## config.mk

```make
export PLATFORM = sky130hd
export DESIGN_NAME = fp16_alu_feeder_flat
export DESIGN_NICKNAME = d
export VERILOG_FILES = /design/src/rtl/fp16_alu_feeder_if.sv /design/src/rtl/fp16_alu_feeder.sv /design/src/flat_wrapper.sv
export SDC_FILE = /design/constraint.sdc
export NUM_CORES = 1
export LEC_CHECK = 0
export ABC_AREA = 1
export BUFFER_PORTS_ARGS = -buffer_cell sky130_fd_sc_hd__buf_2
export CAP_MARGIN = 20
export CORE_MARGIN = 3
export CORE_UTILIZATION = 55
export DETAILED_ROUTE_END_ITERATION = 12
export PLACE_DENSITY = 0.77
export SLEW_MARGIN = 20
export SYNTH_ARGS = -nofsm -noshare
export SYNTH_HDL_FRONTEND = slang
export SYNTH_SLANG_ARGS = --single-unit
```

## constraint.sdc

```tcl
create_clock -name clk -period 2.8 [get_ports clk]
set_clock_uncertainty 0.1 [all_clocks]
set_input_delay 0.28 -clock clk [delete_from_list [all_inputs] [get_ports clk]]
set_output_delay 0.28 -clock clk [all_outputs]
set_load 0.1 [all_outputs]
```

## src/rtl/fp16_alu_feeder_if.sv

```systemverilog
// fp16_alu_feeder_if: request, ALU issue/collect and result signals of the FP16 ALU feeder
interface fp16_alu_feeder_if #(
    parameter int DEPTH = 8,
    parameter int TAG_W = 4
);
    logic                    s_valid;
    logic                    s_ready;
    logic [3:0]              s_opmode;
    logic [15:0]             s_a;
    logic [15:0]             s_b;
    logic [15:0]             s_c;
    logic [TAG_W-1:0]        s_tag;
    logic                    alu_in_valid;
    logic [3:0]              alu_opmode;
    logic [15:0]             alu_a;
    logic [15:0]             alu_b;
    logic [15:0]             alu_c;
    logic [15:0]             alu_out;
    logic                    alu_out_valid;
    logic                    m_valid;
    logic                    m_ready;
    logic [15:0]             m_data;
    logic [TAG_W-1:0]        m_tag;
    logic [$clog2(DEPTH):0]  inflight;
    logic                    err;

    modport slave (
        input  s_valid, s_opmode, s_a, s_b, s_c, s_tag,
        output s_ready,
        output alu_in_valid, alu_opmode, alu_a, alu_b, alu_c,
        input  alu_out, alu_out_valid,
        output m_valid, m_data, m_tag,
        input  m_ready,
        output inflight, err
    );

    modport master (
        output s_valid, s_opmode, s_a, s_b, s_c, s_tag,
        input  s_ready,
        input  alu_in_valid, alu_opmode, alu_a, alu_b, alu_c,
        output alu_out, alu_out_valid,
        input  m_valid, m_data, m_tag,
        output m_ready,
        input  inflight, err
    );
endinterface

```

## src/rtl/fp16_alu_feeder.sv

```systemverilog
// fp16_alu_feeder: tags and issues FP16 ALU requests, buffers unstallable results in a credit-protected FIFO
module fp16_alu_feeder #(
    parameter int DEPTH = 8,
    parameter int TAG_W = 4
) (
    input logic              clk,
    input logic              rst,
    fp16_alu_feeder_if.slave bus
);
    localparam int AW = $clog2(DEPTH);
    localparam int CW = AW + 1;
    localparam logic [CW:0] DEPTH_U = (CW + 1)'(DEPTH);

    logic [TAG_W-1:0] tag_mem [DEPTH];
    logic [15:0]      res_data [DEPTH];
    logic [TAG_W-1:0] res_tag [DEPTH];
    logic [AW-1:0]    tag_wp, tag_rp, res_wp, res_rp;
    logic [CW-1:0]    fifo_count, inflight_q;
    logic [CW:0]      used;
    logic             issue_q, err_q;
    logic [3:0]       op_q;
    logic [15:0]      a_q, b_q, c_q;
    logic             accept, take, pop;

    // Every issued request owns a FIFO slot until it is popped, so the FIFO cannot overflow.
    assign used        = {1'b0, fifo_count} + {1'b0, inflight_q};
    assign bus.s_ready = used < DEPTH_U;
    assign accept      = bus.s_valid && bus.s_ready;
    assign take        = bus.alu_out_valid && inflight_q != '0;
    assign pop         = fifo_count != '0 && bus.m_ready;

    always_ff @(posedge clk) begin
        if (rst) begin
            tag_wp     <= '0;
            tag_rp     <= '0;
            res_wp     <= '0;
            res_rp     <= '0;
            fifo_count <= '0;
            inflight_q <= '0;
            issue_q    <= 1'b0;
            err_q      <= 1'b0;
            op_q       <= '0;
            a_q        <= '0;
            b_q        <= '0;
            c_q        <= '0;
        end else begin
            issue_q    <= accept;
            inflight_q <= inflight_q + CW'(accept) - CW'(take);
            fifo_count <= fifo_count + CW'(take) - CW'(pop);
            if (accept) begin
                op_q   <= bus.s_opmode;
                a_q    <= bus.s_a;
                b_q    <= bus.s_b;
                c_q    <= bus.s_c;
                tag_wp <= tag_wp + 1'b1;
            end
            if (take) begin
                tag_rp <= tag_rp + 1'b1;
                res_wp <= res_wp + 1'b1;
            end
            if (pop) res_rp <= res_rp + 1'b1;
            if (bus.alu_out_valid && inflight_q == '0) err_q <= 1'b1;
        end
    end

    always_ff @(posedge clk) begin
        if (accept) tag_mem[tag_wp] <= bus.s_tag;
        if (take) begin
            res_data[res_wp] <= bus.alu_out;
            res_tag[res_wp]  <= tag_mem[tag_rp];
        end
    end

    assign bus.alu_in_valid = issue_q;
    assign bus.alu_opmode   = op_q;
    assign bus.alu_a        = a_q;
    assign bus.alu_b        = b_q;
    assign bus.alu_c        = c_q;
    assign bus.m_valid      = fifo_count != '0;
    assign bus.m_data       = bus.m_valid ? res_data[res_rp] : '0;
    assign bus.m_tag        = bus.m_valid ? res_tag[res_rp] : '0;
    assign bus.inflight     = inflight_q;
    assign bus.err          = err_q;
endmodule

```

## src/flat_wrapper.sv

```systemverilog
// flat-port wrapper written by rule: the top's interface ports become plain ports
module fp16_alu_feeder_flat 
#(
    parameter int DEPTH = 8,
    parameter int TAG_W = 4
)
  (clk, rst, bus_s_valid, bus_s_opmode, bus_s_a, bus_s_b, bus_s_c, bus_s_tag, bus_s_ready, bus_alu_in_valid, bus_alu_opmode, bus_alu_a, bus_alu_b, bus_alu_c, bus_alu_out, bus_alu_out_valid, bus_m_valid, bus_m_data, bus_m_tag, bus_m_ready, bus_inflight, bus_err);
  fp16_alu_feeder_if #(.DEPTH(DEPTH), .TAG_W(TAG_W)) bus_i ();
  input logic clk;
  input logic rst;
  input wire logic [$bits(bus_i.s_valid)-1:0] bus_s_valid;
  input wire logic [$bits(bus_i.s_opmode)-1:0] bus_s_opmode;
  input wire logic [$bits(bus_i.s_a)-1:0] bus_s_a;
  input wire logic [$bits(bus_i.s_b)-1:0] bus_s_b;
  input wire logic [$bits(bus_i.s_c)-1:0] bus_s_c;
  input wire logic [$bits(bus_i.s_tag)-1:0] bus_s_tag;
  output wire logic [$bits(bus_i.s_ready)-1:0] bus_s_ready;
  output wire logic [$bits(bus_i.alu_in_valid)-1:0] bus_alu_in_valid;
  output wire logic [$bits(bus_i.alu_opmode)-1:0] bus_alu_opmode;
  output wire logic [$bits(bus_i.alu_a)-1:0] bus_alu_a;
  output wire logic [$bits(bus_i.alu_b)-1:0] bus_alu_b;
  output wire logic [$bits(bus_i.alu_c)-1:0] bus_alu_c;
  input wire logic [$bits(bus_i.alu_out)-1:0] bus_alu_out;
  input wire logic [$bits(bus_i.alu_out_valid)-1:0] bus_alu_out_valid;
  output wire logic [$bits(bus_i.m_valid)-1:0] bus_m_valid;
  output wire logic [$bits(bus_i.m_data)-1:0] bus_m_data;
  output wire logic [$bits(bus_i.m_tag)-1:0] bus_m_tag;
  input wire logic [$bits(bus_i.m_ready)-1:0] bus_m_ready;
  output wire logic [$bits(bus_i.inflight)-1:0] bus_inflight;
  output wire logic [$bits(bus_i.err)-1:0] bus_err;
  assign bus_i.s_valid = bus_s_valid;
  assign bus_i.s_opmode = bus_s_opmode;
  assign bus_i.s_a = bus_s_a;
  assign bus_i.s_b = bus_s_b;
  assign bus_i.s_c = bus_s_c;
  assign bus_i.s_tag = bus_s_tag;
  assign bus_s_ready = bus_i.s_ready;
  assign bus_alu_in_valid = bus_i.alu_in_valid;
  assign bus_alu_opmode = bus_i.alu_opmode;
  assign bus_alu_a = bus_i.alu_a;
  assign bus_alu_b = bus_i.alu_b;
  assign bus_alu_c = bus_i.alu_c;
  assign bus_i.alu_out = bus_alu_out;
  assign bus_i.alu_out_valid = bus_alu_out_valid;
  assign bus_m_valid = bus_i.m_valid;
  assign bus_m_data = bus_i.m_data;
  assign bus_m_tag = bus_i.m_tag;
  assign bus_i.m_ready = bus_m_ready;
  assign bus_inflight = bus_i.inflight;
  assign bus_err = bus_i.err;
  fp16_alu_feeder #(.DEPTH(DEPTH), .TAG_W(TAG_W)) u_core (.clk(clk), .rst(rst), .bus(bus_i));
endmodule
```

==> results.cfg, run 1 <==
[hold_path]
hold_path_depth = 4
hp-start = bus_m_ready
hold_path.class = in2reg
hold-path-endpoint = u_core.res_rp[1]$_SDFFE_PP0P_

[critical_path]
max_stage_delay_ns = 0.41
cp_slowest_cell = dfxtp_4
path_cells = inv_2 > buf_12 > o21ai_0 > o22ai_1 > nor2_1 > nor2_1 > buf_4
cp-start-kind = flop
r2r_start = u_core.bus.inflight[2]$_SDFF_PP0_
r2r_end = u_core.bus.inflight[2]$_SDFF_PP0_
critPathMaxFanout = 44
rrSetupSlack_ns = 0.40
end_kind = output port
worst_ep_required_time_ns = 2.42
cp.arrival_ns = 2.33
r2r_cells = 12
crit_type = reg2out
crit_top_cell = nor2_1

[synthesis]
synth-adder-area-share_pct = 2.30
synth.most_common_cell = nor2_1
synth_edf_count = 192
synth_top_family_by_area = simple AND/OR/NAND/NOR gates
synth_xor_area_share_pct = 0.159
synth_area_per_cell_um2 = 10.1
synthDistinctLibCells = 25
synth-async-reset-ratio_pct = 0
synth_compound_area_share_pct = 8.19
synth_common_cells = nor2_1, edfxtp_1, nand2_1
ys_seq_area_share_pct = 66.9
yosysTopAreaCellShare_pct = 52.4
synth_seq_cells = 272
synthSimpleGateAreaFrac_pct = 16.8
syn_area_mm2 = 0.0110
synthTopCellsByArea = edfxtp_1, dfxtp_1, nor2_1
syn-instance-count = 1086
synth_top_cell_by_area = edfxtp_1
synth_fp_nets = 1182
synthMuxAreaShare_pct = 0
ys_warn_count = 0
synthFlopType = edfxtp_1

[drt]
drt-initial-drc-count = 458
routed_wl_mm = 26.0
via_per_inst = 5.25
drcViolationCount = 0
vias = 8382
antenna_left = 0
wl_per_cell_um = 16.3
drt-pass1-iter-count = 6

[placed_design]
gp_congestion = 0.765
hpwl_mm = 14.1
port_buffers = 156
post-place-ws_ns = 0.394

[grt]
grt_overflow_total = 0
grtUsageTotal_pct = 23.5
grt_pass1_vias = 8253
grt_pass1_wl_mm = 41.4
antenna_found_initial = 0
grt_start_max_net_pins = 110

[floorplanning]
die-area_mm2 = 0.0217
die_w_um = 147
pin_count = 157
core_area_mm2 = 0.0196
core.rowCount = 51
initial_core_util_pct = 56.2
die_h_um = 147

[timing]
slew_headroom_pct = 65.7
finalHoldViolations = 0
max_slew.worst_pin.slew_ns = 0.514
timing.final.ws_setup_ns = 0.0905
setup_viol = 0
slew_viol_final = 0
fmax_mhz = 369
period_minus_slack_ns = 2.71
min_period_over_period_pct = 96.8

[final_layout]
final_nets = 1409
area_growth_pct = 25.3
antenna_cells = 0
drive_gt1_share_pct = 18.5

[clock_tree]
postCtsSetupBuffers = 0
clk_latency_ns = 0.53
cts_buffers = 27
htree_levels = 1
cts_tree = built
cts_root_buf = clkbuf_16
cts_buffer_depth = 3
path_clk_slew_ns = 0.06
cts.sinks = 272

[outcome]
outcome = finished clean

[job]
drv_cap = 0
-- area by class of cell --
class | instances | area, um2
repair buffers | 253 | 1780
fillers | 1300 | 5800
well taps | 265 | 332
flip-flops and latches | 272 | 7370
multi-input cells | 668 | 3070
inverters | 91 | 342
clock inverters | 10 | 100
clock buffers | 39 | 793
-- repair_timing --
| item | 4_1_cts | 5_1_grt |
|---|---|---|
| cloned | 0 | 0 |
| gates resized for setup | 12 | 9 |
| hold buffers | 76 | 0 |
| endpoints found under the setup margin | 11 | 15 |
| hold endpoints to repair | 222 | 0 |
| pin swaps | 0 | 0 |
-- sequential cells by signal, summed over array words and instances (netlist names), 3 cells and up, named ones only --
register	flops
u_core.res_tag	32
u_core.tag_rp	3
u_core.bus.alu_b	16
u_core.res_rp	3
u_core.tag_wp	3
u_core.tag_mem	32
u_core.bus.alu_c	16
u_core.res_wp	3
u_core.bus.alu_a	16
u_core.bus.inflight	4
u_core.fifo_count	4
u_core.res_data	128
u_core.bus.alu_opmode	4
-- through the flow --
step                      cell area, um2  util [%]  hold slack, ns  instances  setup TNS (ns)
after floorplan                    11000         -           0.249       1086           -7.59
after global placement             12100      61.7           0.338       1473               0
after detailed placement           12100      61.7           0.352       1473               0
after CTS                          13800      70.3          0.0393       1598               0
after global routing               13800      70.4          0.0909       1598        -0.00570
final                              13800      70.4          0.0443       1598               0
-- worst max-delay path, delay by kind of cell, from the launching register on --
family	cells	cell delay [ns]
flip-flops	1	0.41
AND/OR/NAND/NOR	2	0.31
buffers and inverters	3	0.81
AO/OA/AOI/OAI	2	0.25
-- cell usage in the layout, fill, tap and decap left out, types with 27 or more instances in the layout --
| cell type | Yosys | layout |
|---|---|---|
| clkbuf_16 | 0 | 27 |
| buf_2 | 17 | 137 |
| edfxtp_1 | 192 | 192 |
| o21ai_0 | 97 | 97 |
| nand2_1 | 167 | 167 |
| dfxtp_1 | 80 | 76 |
| inv_1 | 89 | 89 |
| buf_4 | 2 | 29 |
| nor2_1 | 304 | 287 |
| dlygate4sd3_1 | 0 | 76 |
-- layer usage --
layer | track usage (%) | up-vias | part of all wire (%)
met3 | 4.63 | 49 | 7.6
met5 | 0 | - | 0
met1 | 29.6 | 3968 | 40
met2 | 41.6 | 326 | 50
li1 | - | 4039 | -
met4 | 6.43 | 0 | 2.0
-- worst max path at each step --
| stage | end | depth (start not counted) | from | slack (ns) |
|---|---|---|---|---|
| after detailed placement | bus_m_data[1] | 8 | flop | 0.39 |
| after global placement | u_core.bus.inflight[2]$_SDFF_PP0_ | 12 | u_core.bus.inflight[2]$_SDFF_PP0_ | 0.47 |
| after CTS | bus_m_data[7] | 6 | flop | 0.02 |
| after floorplan | u_core.res_data[1][0]$_DFFE_PP_ | 6 | u_core.bus.inflight[0]$_SDFF_PP0_ | -0.09 |
| final | bus_m_tag[0] | 7 | flop | 0.09 |
| after global routing | bus_m_tag[0] | 7 | flop | -0.006 |
-- cells by family after synthesis --
kind of cell	count (synthesis)
and+or+nand+nor	483
DFF	272
AOI/OAI and AO/OA	164
buffers and inverters	146
adders and majority gates	19
xor gates and xnor gates	2
Power of run 1 is left out: the tool's default activity adds up to more than one toggle a clock period on the data nets, which glitch-free logic cannot reach.
==> inputs of run 2 (changes only) <==
- REMOVE_ABC_BUFFERS: not set -> 1
==> run 2 against run 1 <==
Core utilization up 1.5 points. Maximum frequency rose by 3.0%. Non-clock buffer count up 1. Setup slack gained 0.080 ns. Cell count up 0.13%.
==> results.cfg, run 2 (synthesis gave the netlist of run 1 again) <==
[grt]
grt_start_max_net_pins = 110
grt_overflow_total = 0
grtUsageTotal_pct = 23.0
grt_pass1_vias = 8213
antenna_found_initial = 1
grt_pass1_wl_mm = 40.5

[clock_tree]
cts.sinks = 272
cts_tree = built
cts_buffers = 27
htree_levels = 1
path_clk_slew_ns = 0.06
cts_buffer_depth = 3
clk_latency_ns = 0.53
cts_root_buf = clkbuf_16

[timing]
slew_viol_final = 0
grt_setup_unrepaired = false
fmax_mhz = 380
slew_headroom_pct = 31.8
setup_viol = 0
timing.final.ws_setup_ns = 0.171
max_slew.worst_pin.slew_ns = 1.02
finalHoldViolations = 0
min_period_over_period_pct = 93.9
period_minus_slack_ns = 2.63

[critical_path]
crit_type = reg2out
cp-start-kind = flop
end_kind = output port
crit_family = buffers and inverters
r2r_start = u_core.bus.inflight[2]$_SDFF_PP0_
crit_buf_inv = 3
cp_slowest_cell = dfxtp_2
critPathMaxFanout = 22
cp.arrival_ns = 2.25
crit_path_end = bus_m_tag[2]
cp_num_cells = 7
crit_top_cell = nor2_1
path_cells = clkinv_2 > buf_4 > nor2_1 > o211ai_1 > nand2_1 > nor2_1 > buf_12
r2r_end = u_core.bus.inflight[2]$_SDFF_PP0_
rrSetupSlack_ns = 0.32
worst_ep_required_time_ns = 2.42
r2r_cells = 12
max_stage_delay_ns = 0.34

[final_layout]
reg_top3 = u_core.res_data: 128 flops, u_core.res_tag: 32 flops, u_core.tag_mem: 32 flops
final_nets = 1410
final_cell_mix = nor2_1, edfxtp_1, nand2_1, buf_2, o21ai_0
drive_gt1_share_pct = 17.9
area_growth_pct = 27.9
final_cells = 1600
largest_reg_flops = 128
top_register = u_core.res_data
fill_cells = 1319
final_util_pct = 71.9
mostFrequentLayoutCell = nor2_1

[drt]
antenna_left = 0
wl_per_cell_um = 15.8
drt-initial-drc-count = 633
via_per_inst = 5.20
routed_wl_mm = 25.2
drt-pass1-iter-count = 5
drcViolationCount = 0
vias = 8320

[floorplanning]
core.rowCount = 51
die-area_mm2 = 0.0217
die_h_um = 147
core_area_mm2 = 0.0196
pin_count = 157
initial_core_util_pct = 56.2
die_w_um = 147

[placed_design]
dp.cells = 1475
gp_congestion = 0.780
port_buffers = 156
post-place-ws_ns = 0.383
hpwl_mm = 14.0

[hold_path]
hold_path_depth = 4
hold_path.class = in2reg

[job]
drv_cap = 0

[outcome]
outcome = finished clean
-- run 2: cell types whose count changed in the layout (fill, tap and decap cells not counted), sizes merged, moves of 2 or more --
| cell | delta |
|---|---|
| clkinv | +3 |
| clkbuf | -12 |
| bufinv | +2 |
| inv | -2 |
| buf | +10 |
-- run 2: worst reg2reg max path: stages (launching register included) --
cell and delay (ns):
dfxtp_1 0.36, inv_1 0.07, ha_1 0.21, nand3_1 0.08, nand2_1 0.15, inv_1 0.24, ha_1 0.28, inv_1 0.07
ha_1 0.16, inv_1 0.05, fa_1 0.37, xor2_1 0.16, nor2_1 0.05
-- run 2: layer usage --
metal	GRT usage, %	wire (um)	vias up
met3	4.72	1800	68
met2	40.6	12600	332
met5	0	0	-
met1	28.1	10100	3883
met4	8.67	765	0
li1	-	-	4037
-- run 2: how the worst min path moves through the flow --
stage	slack, ns	end	start
final	0.02	u_core.res_rp[1]$_SDFFE_PP0P_	bus_m_ready
after global placement	0.33	u_core.bus.err$_SDFFE_PP0P_	u_core.bus.err$_SDFFE_PP0P_
after floorplan	0.25	u_core.bus.inflight[1]$_SDFF_PP0_	rst
after global routing	0.04	u_core.res_rp[1]$_SDFFE_PP0P_	bus_m_ready
after detailed placement	0.34	u_core.bus.err$_SDFFE_PP0P_	u_core.bus.err$_SDFFE_PP0P_
after CTS	0.007	u_core.res_rp[1]$_SDFFE_PP0P_	bus_m_ready
-- run 2: through the flow --
stage               cell area, um2  hold WS, ns  TNS (ns)
finish                       14100       0.0203         0
global placement             12400        0.335         0
floorplan                    10700        0.247   -195.11
CTS                          14100      0.00683         0
detailed placement           12400        0.344         0
global route                 14100       0.0380         0
-- run 2: timing repair --
action / in CTS / in global routing
hold buffers: 75 / 0
buffers inserted: 0 / 0
setup endpoints to repair: 0 / 4
gates resized for setup: 0 / 2
endpoints found under the hold margin: 221 / 0
-- run 2: layout make-up --
class	instances	area (um2)	area share (%)
diodes	1	2.50	0.0178
clock buffers	35	738	5.24
clock inverters	14	180	1.28
inverters	91	343	2.43
multi-input cells	668	3050	21.6
flip-flops and latches	272	7370	52.3
well taps	265	332	2.35
repair buffers	254	2070	14.7
Power of run 2 is left out for the same reason.
